===== src/rtl/bootrom_arbiter.sv =====
// Round-robin arbiter sharing a single-port synchronous boot ROM between N TCDM masters.
// Writes and out-of-range word indices return an error response without touching the ROM.

module bootrom_arbiter_lane #(
  parameter int unsigned DATA_WIDTH = 32
) (
  input  logic                  sel,
  input  logic                  err,
  input  logic [DATA_WIDTH-1:0] q,
  output logic                  rvalid,
  output logic [DATA_WIDTH-1:0] rdata,
  output logic                  err_flag
);
  assign rvalid   = sel;
  assign err_flag = sel & err;
  assign rdata    = (sel && !err) ? q : '0;
endmodule

module bootrom_arbiter #(
  parameter int unsigned N_MASTERS      = 2,
  parameter int unsigned ADDR_WIDTH     = 32,
  parameter int unsigned DATA_WIDTH     = 32,
  parameter int unsigned ROM_ADDR_WIDTH = 10,
  parameter int unsigned ROM_WORDS      = 1024
) (
  input  logic                                 clk_i,
  input  logic                                 rst_ni,
  input  logic [N_MASTERS-1:0]                 req_i,
  input  logic [N_MASTERS-1:0]                 we_i,
  input  logic [N_MASTERS-1:0][ADDR_WIDTH-1:0] addr_i,
  output logic [N_MASTERS-1:0]                 gnt_o,
  output logic [N_MASTERS-1:0]                 rvalid_o,
  output logic [N_MASTERS-1:0][DATA_WIDTH-1:0] rdata_o,
  output logic [N_MASTERS-1:0]                 err_o,
  output logic                                 rom_cen_o,
  output logic [ROM_ADDR_WIDTH-1:0]            rom_addr_o,
  input  logic [DATA_WIDTH-1:0]                rom_q_i
);
  localparam int unsigned IDX_W  = (N_MASTERS > 1) ? $clog2(N_MASTERS) : 1;
  localparam int unsigned WIDX_W = ADDR_WIDTH - 2;
  localparam logic [WIDX_W:0] ROM_LIMIT = (WIDX_W+1)'(ROM_WORDS);

  typedef struct packed {
    logic             vld;
    logic [IDX_W-1:0] id;
    logic             err;
  } rsp_t;

  logic [IDX_W-1:0]  rr_ptr, rr_nxt, m, cand;
  logic              hit, acc_err;
  logic [WIDX_W-1:0] widx;
  rsp_t              rsp;

  // First requester at or after rr_ptr, wrapping modulo N_MASTERS.
  always_comb begin
    hit  = 1'b0;
    m    = '0;
    cand = '0;
    for (int unsigned off = 0; off < N_MASTERS; off++) begin
      cand = IDX_W'((32'(rr_ptr) + off) % N_MASTERS);
      if (!hit && req_i[cand]) begin
        hit = 1'b1;
        m   = cand;
      end
    end
  end

  assign gnt_o   = hit ? (N_MASTERS'(1) << m) : '0;
  assign widx    = addr_i[m][ADDR_WIDTH-1:2];
  assign acc_err = we_i[m] | ({1'b0, widx} >= ROM_LIMIT);
  assign rr_nxt  = (32'(m) == N_MASTERS - 1) ? '0 : m + 1'b1;

  assign rom_cen_o  = !(hit && !acc_err);
  assign rom_addr_o = rom_cen_o ? '0 : widx[ROM_ADDR_WIDTH-1:0];

  always_ff @(posedge clk_i or negedge rst_ni) begin
    if (!rst_ni) begin
      rr_ptr <= '0;
      rsp    <= '0;
    end else begin
      if (hit) rr_ptr <= rr_nxt;
      rsp <= '{vld: hit, id: m, err: acc_err};
    end
  end

  // Response fans out to one lane per master; only the granted id sees it.
  for (genvar g = 0; g < N_MASTERS; g++) begin : g_lane
    bootrom_arbiter_lane #(.DATA_WIDTH(DATA_WIDTH)) u_lane (
      .sel      (rsp.vld && (rsp.id == IDX_W'(g))),
      .err      (rsp.err),
      .q        (rom_q_i),
      .rvalid   (rvalid_o[g]),
      .rdata    (rdata_o[g]),
      .err_flag (err_o[g])
    );
  end
endmodule

===== config.mk =====
export PLATFORM = sky130hd
export DESIGN_NAME = bootrom_arbiter
export DESIGN_NICKNAME = d
export VERILOG_FILES = /design/src/rtl/bootrom_arbiter.sv
export SDC_FILE = /design/constraint.sdc
export NUM_CORES = 1
export LEC_CHECK = 0
export ABC_AREA = 0
export CORE_AREA = 3 3 70 72
export CTS_BUF_LIST = sky130_fd_sc_hd__clkbuf_16
export DETAILED_ROUTE_END_ITERATION = 7
export DIE_AREA = 0 0 73 75
export DONT_BUFFER_PORTS = 1
export GPL_ROUTABILITY_DRIVEN = 1
export MAX_ROUTING_LAYER = met4
export PLACE_DENSITY = 0.36
export SLEW_MARGIN = 30
export SYNTH_ARGS = -nofsm -noshare
export SYNTH_HDL_FRONTEND = slang
export SYNTH_SLANG_ARGS = --single-unit

===== constraint.sdc =====
create_clock -name clk_i -period 1.9 [get_ports clk_i]
set_clock_uncertainty 0.15 [all_clocks]
set_input_delay 0.19 -clock clk_i [delete_from_list [all_inputs] [get_ports clk_i]]
set_output_delay 0.19 -clock clk_i [all_outputs]
set_load 0.01 [all_outputs]

==> metrics.txt, run 1 <==
slowest stage delay, CP 0.38 ns; Max Transition Viols Final 0; clk_lat worst skew 0.22 ns; Psw 0.118 mW; worst min path class in -> reg; GRT overflow 0; MaxCap Viol Count 0; Worst-Margin Slew 0.637 ns; Post-DRT Antenna Nets 0; CTS HTree Levels 1; Fin Setup TNS 0 ns; Routed WL 3.47 mm; syn nets 248; area growth from synthesis to layout 21.7%; Starting Density 0.233; clock edge transition at the registers on the reported setup and hold paths 0.03 ns; Crit. Startpoint rr_ptr$_DFFE_PN0N_; hold path startpoint req_i[0]; slowest stage cell on the critical path dfrtp_1; outcome completed; maximum vdd drop 0.000235 V; synth unique cells 24; initial DRC count 31; Pre-antenna DRT Iters 4; max_slew headroom 0.574; Port-buffer cells 0; Tcrit/Tclk final 0.976; worst-path cell chain nand2b_4 -> nand2_4 -> nand4_1 -> buf_4 -> a221oi_2; Finished Core Util 0.284; Pleak 0.529 nW; crit path time final 1.85 ns; CTS Sinks 4; Sw Share 0.227; Die ar. 5480 um^2; YS warnings 0; Synth Instances 146; Clk pwr share 0.626; CTS Buffer Depth 2; RSZ-0062 raised after global routing yes; Num CTS Buffers 3; Tot GR Track Use 0.100; Internal 0.402 mW; Vias 1062; most frequent cells in the layout 67 x and2_1, 20 x nand2_1, 12 x buf_4, 8 x a221oi_2, 7 x nor4_1; vias in the first global route 1046; TritonCTS clock tree done; chip height 75 um; syn avg cell area 6.96 um^2; layout cells sized above 1 0.208; initial antenna violation count 0; largest net degree at the start of global routing 33; GPL Wtd Cong 0.647; Mapped Area 1020 um^2; core outline area 4350 um^2; total power 0.519 mW; Inserted Diodes 0; commonest non-fill, non-tap cell in the layout and2_1; Fin. Hold Viols 0; pwr/cell area 420 nW/um^2; Worst Path Required 1.56 ns; Avg WL per Cell 17.2 um; CP Capture Type primary output; Startpoint Class flop; Max Clk Rate 0.539 GHz; dpl hpwl 3.14 mm; nets 253; CTS Root Cell clkbuf_16; io pins 183; Comb pwr share 0.190; die width 73 um; maximum fanout along the worst path 10; row count 24; Finish-stage setup viols 0; DRC viols 0; total of fill cells in the finished design 473; critical path class reg -> out; Yosys reg bits 4; Seq pwr share 0.184; crit path DAT 1.51 ns; first-pass GRT wire length 4.37 mm; sequential-to-total area share from yosys stat 0.0985; Via density 5.28; reg-to-reg startpoint rr_ptr$_DFFE_PN0N_
critical path, delay by kind of cell, from the launching register on:
kind | cells | cell delay, ns
buffers and inverters | 1 | 0.22
flip-flops | 1 | 0.38
AO/OA/AOI/OAI | 1 | 0.35
AND/OR/NAND/NOR | 3 | 0.35
power by group through the flow:
stage	Sequential, mW	Combinational [mW]	Clock [mW]
final	0.0955	0.0987	0.325
after global placement	0.0958	0.0809	0
after floorplan	0.0950	0.0738	0
after global routing	0.0967	0.109	0.339
after CTS	0.0953	0.0969	0.329
after detailed placement	0.0960	0.0833	0
worst paths after layout:
kind                                      end  slack, ns  depth (start not counted)
setup reg to reg           rr_ptr$_DFFE_PN0N_       0.52                          3
hold / removal               rsp[2]$_DFF_PN0_       0.06                          2
max in group asynchronous    rsp[2]$_DFF_PN0_       1.35                          1
hold reg to reg              rsp[1]$_DFF_PN0_       0.68                          4
min in group asynchronous  rr_ptr$_DFFE_PN0N_       0.09                          1
setup / recovery                rom_addr_o[6]       0.05                          5
cell usage after synthesis:
| master | instances | area share |
|---|---|---|
| nor4_4 | 1 | 0.021 |
| o21ai_0 | 1 | 0.0049 |
| nor2b_1 | 3 | 0.018 |
| nand2_1 | 20 | 0.074 |
| nor3_1 | 1 | 0.0049 |
| and3_1 | 1 | 0.0062 |
| inv_1 | 3 | 0.011 |
| nand4_2 | 1 | 0.012 |
| a221oi_1 | 2 | 0.017 |
| nor4_1 | 7 | 0.043 |
| nor3_2 | 1 | 0.0099 |
| nor2_1 | 4 | 0.015 |
| buf_4 | 5 | 0.037 |
| nand2b_1 | 1 | 0.0062 |
| buf_6 | 1 | 0.011 |
| dfrtp_1 | 4 | 0.099 |
| nand2_4 | 1 | 0.011 |
| a221oi_2 | 8 | 0.12 |
| clkbuf_1 | 9 | 0.033 |
| and4_1 | 2 | 0.017 |
| nand4_1 | 1 | 0.0062 |
| and2_1 | 67 | 0.41 |
| a21o_1 | 1 | 0.0074 |
| inv_2 | 1 | 0.0037 |
sequential cells by signal, summed over array words and instances (netlist names):
register / count
rsp: 3
rr_ptr: 1
cell type report:
class	count	area [um^2]	share of cell area
Inverter	4	15.0	0.0121
Sequential cell	4	100	0.0810
Multi-Input combinational cell	123	861	0.696
Clock buffer	3	75.1	0.0607
Tap cell	52	65.1	0.0526
Timing Repair Buffer	15	120	0.0972
logic make-up (layout without fill, tap and decap cells):
logic type,after synthesis,after routing,share of synthesized area
AOI/OAI and AO/OA,12,12,0.148
buffers and inverters,19,22,0.0961
DFF,4,4,0.0985
and+or+nand+nor,111,111,0.658
layer usage:
| metal | share of wire | track usage | vias up |
|---|---|---|---|
| li1 | - | - | 489 |
| met1 | 0.33 | 0.110 | 491 |
| met2 | 0.57 | 0.191 | 80 |
| met3 | 0.091 | 0.00935 | 2 |
| met4 | 0.0040 | 0.0307 | 0 |
| met5 | 0 | - | - |
stage by stage:
stage               std cells  setup slack, ns  hold slack [ns]  area, um^2
detailed placement        195            0.141           -0.255        1090
CTS                       201           0.0298           0.0655        1210
global placement          195            0.198           -0.255        1090
finish                    201           0.0460           0.0624        1240
floorplan                 146            0.194           -0.256        1020
global route              201          -0.0192           0.0916        1240
what timing repair did:
item                                    in CTS  in global routing
hold buffers                                 3                  0
endpoints found under the setup margin      10                 10
endpoints found under the hold margin        5                  0
setup buffers                                0                  0
gates resized for setup                      3                  2
pin swaps                                    0                  1
Note: power is estimated with default switching activity, not from simulation.
==> run 2, diff against run 1 <==
- PLACE_DENSITY: 0.36 -> 0.42
- SYNTH_HIERARCHICAL: not set -> 1
==> metrics.txt, run 2 <==
Startpoint Class flop; clock edge transition at the registers on the reported setup and hold paths 0.03 ns (about the same); Sw Share 0.269 (+0.0427); maximum vdd drop 0.000396 V (+68%); initial DRC count 44 (+42%); R2R depth 4 (+1); Internal 0.411 mW (+2.3%); chip height 75 um (unchanged); pwr/cell area 357 nW/um^2 (-15%); total power 0.562 mW (+8.3%); Routed WL 4.13 mm (+19%); largest net degree at the start of global routing 67 (+100%); Num CTS Buffers 3 (unchanged); final setup margin -0.0132 ns (-0.0592 ns); Max Transition Viols Final 0 (unchanged); Psw 0.151 mW (+29%); Yosys reg bits 4 (unchanged); Fin. Hold Viols 0 (unchanged); multiplexer area fraction after synthesis 0 (unchanged); number of synthesized flops with an enable pin 0 (unchanged); final non-filler cell total 201 (unchanged); Vias 1176 (+11%); CTS HTree Levels 1 (unchanged); Area contributors post-synth and3b_2 50%, a221oi_2 9.5%, dfrtp_1 7.9%; YS warnings 6 (+6); Inserted Diodes 0 (unchanged); Post-synth top cells 64 x and3b_2, 20 x nand2_1, 12 x buf_2; Synth top area share 0.505 (+0.0924); worst reg2reg endpoint rr_ptr$_DFFE_PN0N_; GRT overflow 0 (unchanged); GPL Wtd Cong 0.750 (+16%); Multi-input gate area 1160 um^2 (+35%); commonest non-fill, non-tap cell in the layout and3b_2; leading area contributor after synthesis and3b_2; Top reg by flops rsp; Starting Density 0.291 (+0.0580); Synth Instances 148 (+1.4%); Worst-Margin Slew 0.389 ns (-0.248 ns); MaxCap Viol Count 0 (unchanged); CTS Buffer Depth 2 (unchanged); dpl ws 0.148 ns (+0.00695 ns); CP Capture Type primary output; Clk pwr share 0.571 (-0.055); crit path DAT 1.57 ns (+0.06 ns); syn avg cell area 8.57 um^2 (+23%); Port-buffer cells 0 (unchanged); RSZ-0062 raised after global routing yes; io pins 183 (unchanged); Finished Core Util 0.361 (+0.0773); Finish-stage setup viols 3 (+3); ys async rst share 1.00 (unchanged); Max Clk Rate 0.523 GHz (-3.1%); Pre-antenna DRT Iters 2 (-2); Tcrit/Tclk final 1.01 (+0.0312); crit path capture rom_addr_o[6]; CTS Root Cell clkbuf_16; vias in the first global route 1143 (+9.3%); first-pass GRT wire length 5.55 mm (+27%); reg-to-reg startpoint rr_ptr$_DFFE_PN0N_; crit path time final 1.91 ns (+0.0592 ns); most frequent cells in the layout 64 x and3b_2, 20 x nand2_1, 11 x buf_4, 7 x nor4_1, 7 x a221oi_4; dpl hpwl 3.19 mm (+1.4%); Avg WL per Cell 20.6 um (+19%); row count 24 (unchanged); die width 73 um (unchanged); count leader, synth and3b_2; Largest register FFs 3 (unchanged); synth unique cells 26 (+8.3%); initial antenna violation count 0 (unchanged); worst hold slack 0.0928 ns (+0.0304 ns); core outline area 4350 um^2 (unchanged); clk_lat worst skew 0.22 ns (about the same); TritonCTS clock tree done; max_slew headroom 0.741 (+0.167); critical path class reg -> out; Tot GR Track Use 0.128 (+0.0280); total of fill cells in the finished design 425 (-10%); outcome finished, violations left; Crit. Startpoint rr_ptr$_DFFE_PN0N_; area growth from synthesis to layout 24.0%; syn nets 250 (+0.81%); simple-gate area share of the yosys netlist 0.708 (+0.0505); area occupied by registers 100 um^2 (unchanged); biggest regs rsp (3), rr_ptr (1); r2r setup slk 0.41 ns (-0.11 ns); largest family of logic cells by synthesized area simple AND/OR/NAND/NOR gates; top_reg_cell synth dfrtp_1; Mapped Area 1270 um^2 (+25%); CTS Sinks 4 (unchanged); Seq pwr share 0.170 (-0.014); layout cells sized above 1 0.671 (+0.463); Post-DRT Antenna Nets 0 (unchanged); sequential-to-total area share from yosys stat 0.0789 (-0.0196); Via density 5.85 (+11%); Die ar. 5480 um^2 (unchanged); nets 253 (unchanged); Pleak 0.975 nW (+84%); failing checks negative setup slack; Comb pwr share 0.258 (+0.068); adder-cell share of the synthesized area 0 (unchanged); Synth Area in Compound Gates 0.118 (-0.0294); worst min path class in -> async; Synth Area in XOR/XNOR 0 (unchanged); maximum fanout along the worst path 6 (-4); Worst Path Required 1.56 ns (about the same); DRC viols 0 (unchanged); Post-Place Cells 191 (-2.1%)
run 2: cell count changes in the layout (fill, tap and decap cells not counted), moves of 2 or more:
cell      delta
and3b_2     +64
a221oi_2     -5
nor2b_1      -3
and2_2       +2
a221oi_4     +5
and2_1      -65
run 2: per-stage QoR:
step	cell area, um^2	TNS [ns]
after global routing	1570	-0.393
after CTS	1530	-0.167
after floorplan	1270	0
after detailed placement	1320	0
after global placement	1320	0
final	1570	-0.0173
run 2: logic make-up after synthesis:
kind of cell / Yosys count
simple gates: 109
buf+inv: 23
compound gates: 12
flops: 4
run 2: layout make-up:
class | count | area share
repair buffers | 17 | 0.101
well taps | 52 | 0.0414
clock buffers | 3 | 0.0477
multi-input cells | 121 | 0.737
inverters | 4 | 0.00955
flip-flops and latches | 4 | 0.0636
run 2: worst min path at each step:
| stage | startpoint | to | slack (ns) | depth (start not counted) |
|---|---|---|---|---|
| 3_5_place_dp | rst_ni | rr_ptr$_DFFE_PN0N_ | -0.26 | 0 |
| 6_report | rst_ni | rr_ptr$_DFFE_PN0N_ | 0.09 | 1 |
| 5_1_grt | rst_ni | rr_ptr$_DFFE_PN0N_ | 0.11 | 1 |
| 3_3_place_gp | rst_ni | rr_ptr$_DFFE_PN0N_ | -0.26 | 0 |
| 4_1_cts | rst_ni | rsp[0]$_DFF_PN0_ | 0.09 | 1 |
| 2_1_floorplan | rst_ni | rr_ptr$_DFFE_PN0N_ | -0.26 | 0 |
run 2: metal layers:
metal / wire length [um] / vias to the layer above / track usage
met5: 0 / - / -
met4: 0 / 0 / 0.0184
met3: 339 / 0 / 0.0147
met2: 2320 / 91 / 0.247
met1: 1470 / 537 / 0.144
li1: - / 548 / -
run 2: what timing repair did:
action / CTS / global route
endpoints found under the hold margin: 5 / 0
endpoints found under the setup margin: 7 / 10
pin swaps: 1 / 3
resized for setup: 11 / 5
cloned: 1 / 0
hold buffers: 3 / 0
buffers inserted: 0 / 3
run 2: worst max-delay path, stage by stage, from the launching register on:
cell	delay, ns
dfrtp_1	0.38
nand2b_4	0.16
nand2_4	0.07
nand4_1	0.11
buf_4	0.17
buf_8	0.14
a221oi_4	0.32
run 2: power groups by stage:
stage	Sequential [mW]	Clock [mW]	Combinational [mW]
after floorplan	0.0946	0	0.0919
after global placement	0.0955	0	0.105
after detailed placement	0.0959	0	0.111
after CTS	0.0952	0.328	0.135
after global routing	0.0963	0.333	0.160
final	0.0958	0.321	0.145
